[src/rtl/seg7_pkg.sv]
// Shared types and the active-low abcdefg hex glyph table for the seg7 display driver.
package seg7_pkg;

    typedef logic [6:0] seg_t;

    localparam seg_t SEG_BLANK = 7'h7F;

    // Index = nibble value; bit 6 = segment a, bit 0 = segment g, 0 = lit.
    localparam seg_t HEX_SEG [16] = '{
        7'h01, 7'h4F, 7'h12, 7'h06, 7'h4C, 7'h24, 7'h20, 7'h0F,
        7'h00, 7'h04, 7'h08, 7'h60, 7'h31, 7'h42, 7'h30, 7'h38
    };

    function automatic seg_t hex2seg(input logic [3:0] nibble);
        return HEX_SEG[nibble];
    endfunction

endpackage

[src/rtl/seg7_hexdec.sv]
// Combinational nibble-to-segment decoder, one instance on the muxed digit nibble.
module seg7_hexdec
    import seg7_pkg::*;
(
    input  logic [3:0] nibble_i,
    output logic [6:0] seg_o
);

    assign seg_o = hex2seg(nibble_i);

endmodule

[src/rtl/seg7_scan.sv]
// Time-multiplexed hex display driver for 1..8 common-anode digits with per-slot anti-ghost blank.
// Optional leading-zero blanking is built when SEG7_SCAN_LZB_EN is defined.
module seg7_scan
    import seg7_pkg::*;
#(
    parameter int DIGITS    = 4,
    parameter int CLK_DIV   = 1024,
    parameter int BLANK_CYC = 16
) (
    input  logic                  clk,
    input  logic                  reset,
    input  logic                  load,
    input  logic [DIGITS*4-1:0]   din,
    input  logic [DIGITS-1:0]     dp,
    output logic [6:0]            seg,
    output logic                  dp_n,
    output logic [DIGITS-1:0]     an,
    output logic                  frame
);

    localparam int PW = $clog2(CLK_DIV);
    localparam int IW = (DIGITS > 1) ? $clog2(DIGITS) : 1;
    localparam logic [PW-1:0] PCNT_MAX  = PW'(CLK_DIV - 1);
    localparam logic [PW-1:0] BLANK_END = PW'(BLANK_CYC);
    localparam logic [IW-1:0] IDX_MAX   = IW'(DIGITS - 1);

    logic [PW-1:0]       pcnt_q, pcnt_d;
    logic [IW-1:0]       idx_q, idx_d;
    logic [DIGITS*4-1:0] sh_din_q;
    logic [DIGITS-1:0]   sh_dp_q;
    logic [6:0]          seg_q, seg_d;
    logic                dp_n_q, dp_n_d;
    logic [DIGITS-1:0]   an_q, an_d;
    logic                frame_q, frame_d;

    logic                slot_end;
    logic [3:0]          nib;
    logic                dp_sel;
    logic [6:0]          hex_seg;
    logic                lz_blank;

    // NOTE: every always_comb output gets a default before any branch so no latch is inferred.
    always_comb begin
        slot_end = (pcnt_q == PCNT_MAX);
        pcnt_d   = slot_end ? '0 : pcnt_q + 1'b1;
        idx_d    = idx_q;
        frame_d  = 1'b0;
        if (slot_end) begin
            if (idx_q == IDX_MAX) begin
                idx_d   = '0;
                frame_d = 1'b1;
            end else begin
                idx_d = idx_q + 1'b1;
            end
        end
    end

    always_comb begin
        nib    = 4'h0;
        dp_sel = 1'b0;
        for (int i = 0; i < DIGITS; i++) begin
            if (idx_q == IW'(i)) begin
                nib    = sh_din_q[i*4 +: 4];
                dp_sel = sh_dp_q[i];
            end
        end
    end

    seg7_hexdec u_hexdec (
        .nibble_i (nib),
        .seg_o    (hex_seg)
    );

`ifdef SEG7_SCAN_LZB_EN
    logic [DIGITS-1:0] lz_mask;
    logic              zeros_above;

    // A digit blanks only while it and every more significant nibble are zero; digit 0 always shows.
    always_comb begin
        lz_mask     = '0;
        zeros_above = 1'b1;
        for (int i = DIGITS - 1; i > 0; i--) begin
            zeros_above = zeros_above && (sh_din_q[i*4 +: 4] == 4'h0);
            lz_mask[i]  = zeros_above && !sh_dp_q[i];
        end
        lz_blank = |(lz_mask & (DIGITS'(1) << idx_q));
    end
`else
    assign lz_blank = 1'b0;
`endif

    always_comb begin
        an_d   = '1;
        seg_d  = SEG_BLANK;
        dp_n_d = 1'b1;
        if (pcnt_q >= BLANK_END) begin
            an_d   = ~(DIGITS'(1) << idx_q);
            seg_d  = lz_blank ? SEG_BLANK : hex_seg;
            dp_n_d = ~dp_sel;
        end
    end

    // NOTE: state uses non-blocking assignment so every register samples pre-edge values.
    // The shadow is reset too, so the first frame after reset shows zeros rather than garbage.
    always_ff @(posedge clk) begin
        if (reset) begin
            pcnt_q   <= '0;
            idx_q    <= '0;
            sh_din_q <= '0;
            sh_dp_q  <= '0;
            seg_q    <= SEG_BLANK;
            dp_n_q   <= 1'b1;
            an_q     <= '1;
            frame_q  <= 1'b0;
        end else begin
            pcnt_q  <= pcnt_d;
            idx_q   <= idx_d;
            if (load) begin
                sh_din_q <= din;
                sh_dp_q  <= dp;
            end
            seg_q   <= seg_d;
            dp_n_q  <= dp_n_d;
            an_q    <= an_d;
            frame_q <= frame_d;
        end
    end

    assign seg   = seg_q;
    assign dp_n  = dp_n_q;
    assign an    = an_q;
    assign frame = frame_q;

endmodule

[config.mk]
export PLATFORM = sky130hd
export DESIGN_NAME = seg7_scan
export DESIGN_NICKNAME = d
export VERILOG_FILES = /design/src/rtl/seg7_pkg.sv /design/src/rtl/seg7_hexdec.sv /design/src/rtl/seg7_scan.sv
export SDC_FILE = /design/constraint.sdc
export NUM_CORES = 1
export LEC_CHECK = 0
export ABC_AREA = 1
export CORE_MARGIN = 2
export CORE_UTILIZATION = 55
export DETAILED_ROUTE_END_ITERATION = 10
export PLACE_DENSITY_LB_ADDON = 0.1
export SLEW_MARGIN = 30
export SYNTH_ARGS = -nofsm -noshare
export SYNTH_HDL_FRONTEND = slang
export SYNTH_HIERARCHICAL = 1
export SYNTH_SLANG_ARGS = --single-unit
export TNS_END_PERCENT = 1
[constraint.sdc]
create_clock -name clk -period 6.1 [get_ports clk]
set_input_delay 0.915 -clock clk [delete_from_list [all_inputs] [get_ports clk]]
set_output_delay 0.915 -clock clk [all_outputs]
set_load 0.02 [all_outputs]
==> impl_metrics.yaml <==
run_status:
  status: "finished, final reports clean"
synth:
  synth_ff_type: "dfxtp_1"
  synth_area_sq_um: 2110
  synth_edf_count: 0
  syn_area_per_cell_sq_um: 7.55
  synth_common_cells: "51 x nand2_1, 51 x nor2_1, 45 x dfxtp_1"
  ys_ff_latch: 45
  yosysUniqueCellTypes: 29
  synth-seq-area-share_pct: 42.6
  synth_top_cell_area_share_pct: 42.6
  syn-num-nets: 316
  netlist_instances: 280
  synthArstFlopShare_pct: 0
  ys_top_cells_by_area: "dfxtp_1 43%, nand2_1 9.1%, nor2_1 9.1%"
  ys_warn_count: 6
  synth_top_cell_by_area: "dfxtp_1"
sta:
  holdWs_ns: 0.474
  maxSlewHeadroom_pct: 42.1
  worst_slew_pin_slew_ns: 0.868
  rsz0062_at_grt: "false"
  fmax_mhz: 376
  slew_violations: 0
  period_share_pct: 43.6
  finalHoldViolations: 0
  fin_skew_ns: 0.00736
  setup_viol: 0
  fin_ws_ns: 3.44
  period_needed_ns: 2.66
  tns_ns: 0
detailed_routing:
  dr.pass1.iters: 4
  drt_iter0_drc: 122
  drt_drc_violations_left: 0
  post_drt_wl_per_cell_um: 11.1
  drt_wl_total_um: 4020
  ant_nets: 0
  viasPerCell: 4.85
  vias: 1754
finish:
  nFillCells: 337
  final_nets: 349
  multi_input_area_sq_um: 1080
  antenna_cells: 0
  final_util_pct: 69.6
  syn2layout_area_growth_pct: 21.4
  seq_area_sq_um: 901
  drive_gt1_share_pct: 10.2
worst_setup_path:
  ff2ff_setup_slack_ns: 3.44
  r2r_cells: 11
  crit_required_ns: 6.30
  end_kind: "flip-flop"
  cp.arrival_ns: 2.85
  r2r-start: "idx_q[0]"
  worst_setup_path_start_kind: "flip-flop"
  reg2reg_to: "seg[3]"
  worst-setup-path-type: "reg -> reg"
  crit_fanout: 12
hold_path:
  hold_path_end: "sh_dp_q[3]"
  hold_class: "reg -> reg"
  hold_path.startpoint: "sh_dp_q[3]"
  whs_path_depth: 2
place:
  pre_cts_ws_ns: 3.45
  gp_congestion: 0.905
  portBuffers: 35
  dp.final_hpwl_um: 2920
clock_network:
  clk_transition_reported_paths_ns: 0.09
  clk_latency_ns: 0.30
  cts_root_buffer: "clkbuf_8"
  htree_levels: 2
  cts_made_buffers: 5
  post_cts_buffers: 0
  clock-sinks: 45
  hold_buffers: 0
  cts.path.max_buffers: 2
  cts_tree: "yes"
  cts_resized: 0
pwr:
  ir_worst_vdd_uv: 161
  p_per_area_nw_per_um2: 217
  p_leak_nw: 1.10
grt:
  grt_antenna_before_repair: 0
  track_usage_pct: 20.6
  grt_pass1_wl_um: 6870
  grt_remaining_overflow: 0
  grt_max_degree: 27
  grt_pass1_vias: 1628
floorplanning:
  die_h_um: 66.0
  num_rows: 22
  core_area_sq_um: 3690
  dieArea_sq_um: 4360
  boundaryPins: 36
  die_w_um: 66.0
  start_util_pct: 57.3
flow_run:
  cap_violations: 0
## cells by family (layout without fill, tap and decap cells)
family / count (synthesis) / after routing / share of synthesized area [%]
compound gates: 41 / 41 / 10.5
xor+xnor: 3 / 3 / 1.24
fa+ha+maj: 13 / 13 / 7.69
buf+inv: 32 / 66 / 6.45
flops: 45 / 45 / 42.6
simple gates: 146 / 146 / 31.5
## worst max-delay path by stage
stage              from          to  slack, ns
2_1_floorplan  idx_q[0]      seg[3]       3.89
3_3_place_gp       load  sh_dp_q[3]       3.49
3_5_place_dp       load  sh_dp_q[3]       3.45
4_1_cts        idx_q[0]      seg[3]       3.45
5_1_grt        idx_q[0]      seg[3]       3.10
6_report       idx_q[0]      seg[3]       3.44
## registers in the layout (all words and copies together), names as in the netlist
name	flops
seg	7
sh_din_q	16
an	4
idx_q	2
sh_dp_q	4
pcnt_q	10
frame	1
dp_n	1
## metal layers
layer / wire, um / GRT usage (%) / vias up
li1: - / - / 953
met5: 0 / 0 / -
met4: 74 / 9.18 / 0
met3: 145 / 4.26 / 7
met1: 1970 / 24.9 / 758
met2: 1820 / 35.1 / 36
## cell type report
class                      instances  area share, %
multi-input combinational        203           42.0
timing repair buffer              35           13.7
inverter                          23           3.36
tap                               48           2.34
sequential                        45           35.1
clock buffer                       5           2.68
clock inverter                     3          0.878
## layout by cell type, fill, tap and decap left out
cell and n:
inv_1 19, inv_2 3, ha_1 13, nand3b_1 1
nand3_1 19, dfxtp_1 45, o211ai_1 5, nor3_2 1
clkdlybuf4s50_1 35, or2_2 7, nand3b_4 1, nand3_2 1
or2_0 2, nor2_1 51, nand2_4 1, clkinv_1 1
o21ai_1 2, nand2_1 51, clkinvlp_4 3, o21ai_0 20
o21ai_2 1, nand2_2 4, xnor2_1 3, a21oi_1 13
clkbuf_8 5, nor2_2 4, nand4_1 2, nor2_4 1
## stage by stage
| step | instance area (sq um) | power (mW) | instances |
|---|---|---|---|
| floorplan | 2110 | 0.355 | 280 |
| global placement | 2470 | 0.376 | 354 |
| detailed placement | 2470 | 0.377 | 354 |
| CTS | 2570 | 0.562 | 362 |
| global route | 2570 | 0.582 | 362 |
| finish | 2570 | 0.556 | 362 |
## power breakdown
| part | switching, mW | internal, mW | total, mW | leakage (nW) |
|---|---|---|---|---|
| sequential | 0.00736 | 0.304 | 0.312 | 0.369 |
| combinational | 0.0314 | 0.0273 | 0.0587 | 0.694 |
| clock | 0.105 | 0.0803 | 0.185 | 0.0364 |
| total | 0.144 | 0.412 | 0.556 | 1.10 |
## critical path, stage by stage, from the launching register on
cell      delay (ns)
dfxtp_1         0.41
inv_1           0.08
ha_1            0.29
inv_1           0.16
o211ai_1        0.12
a21oi_1         0.69
inv_1           0.24
nand2_1         0.13
nand2_1         0.06
nand2_1         0.05
nand2_1         0.05
or2_2           0.28
Note: power is estimated with default switching activity, not from simulation.
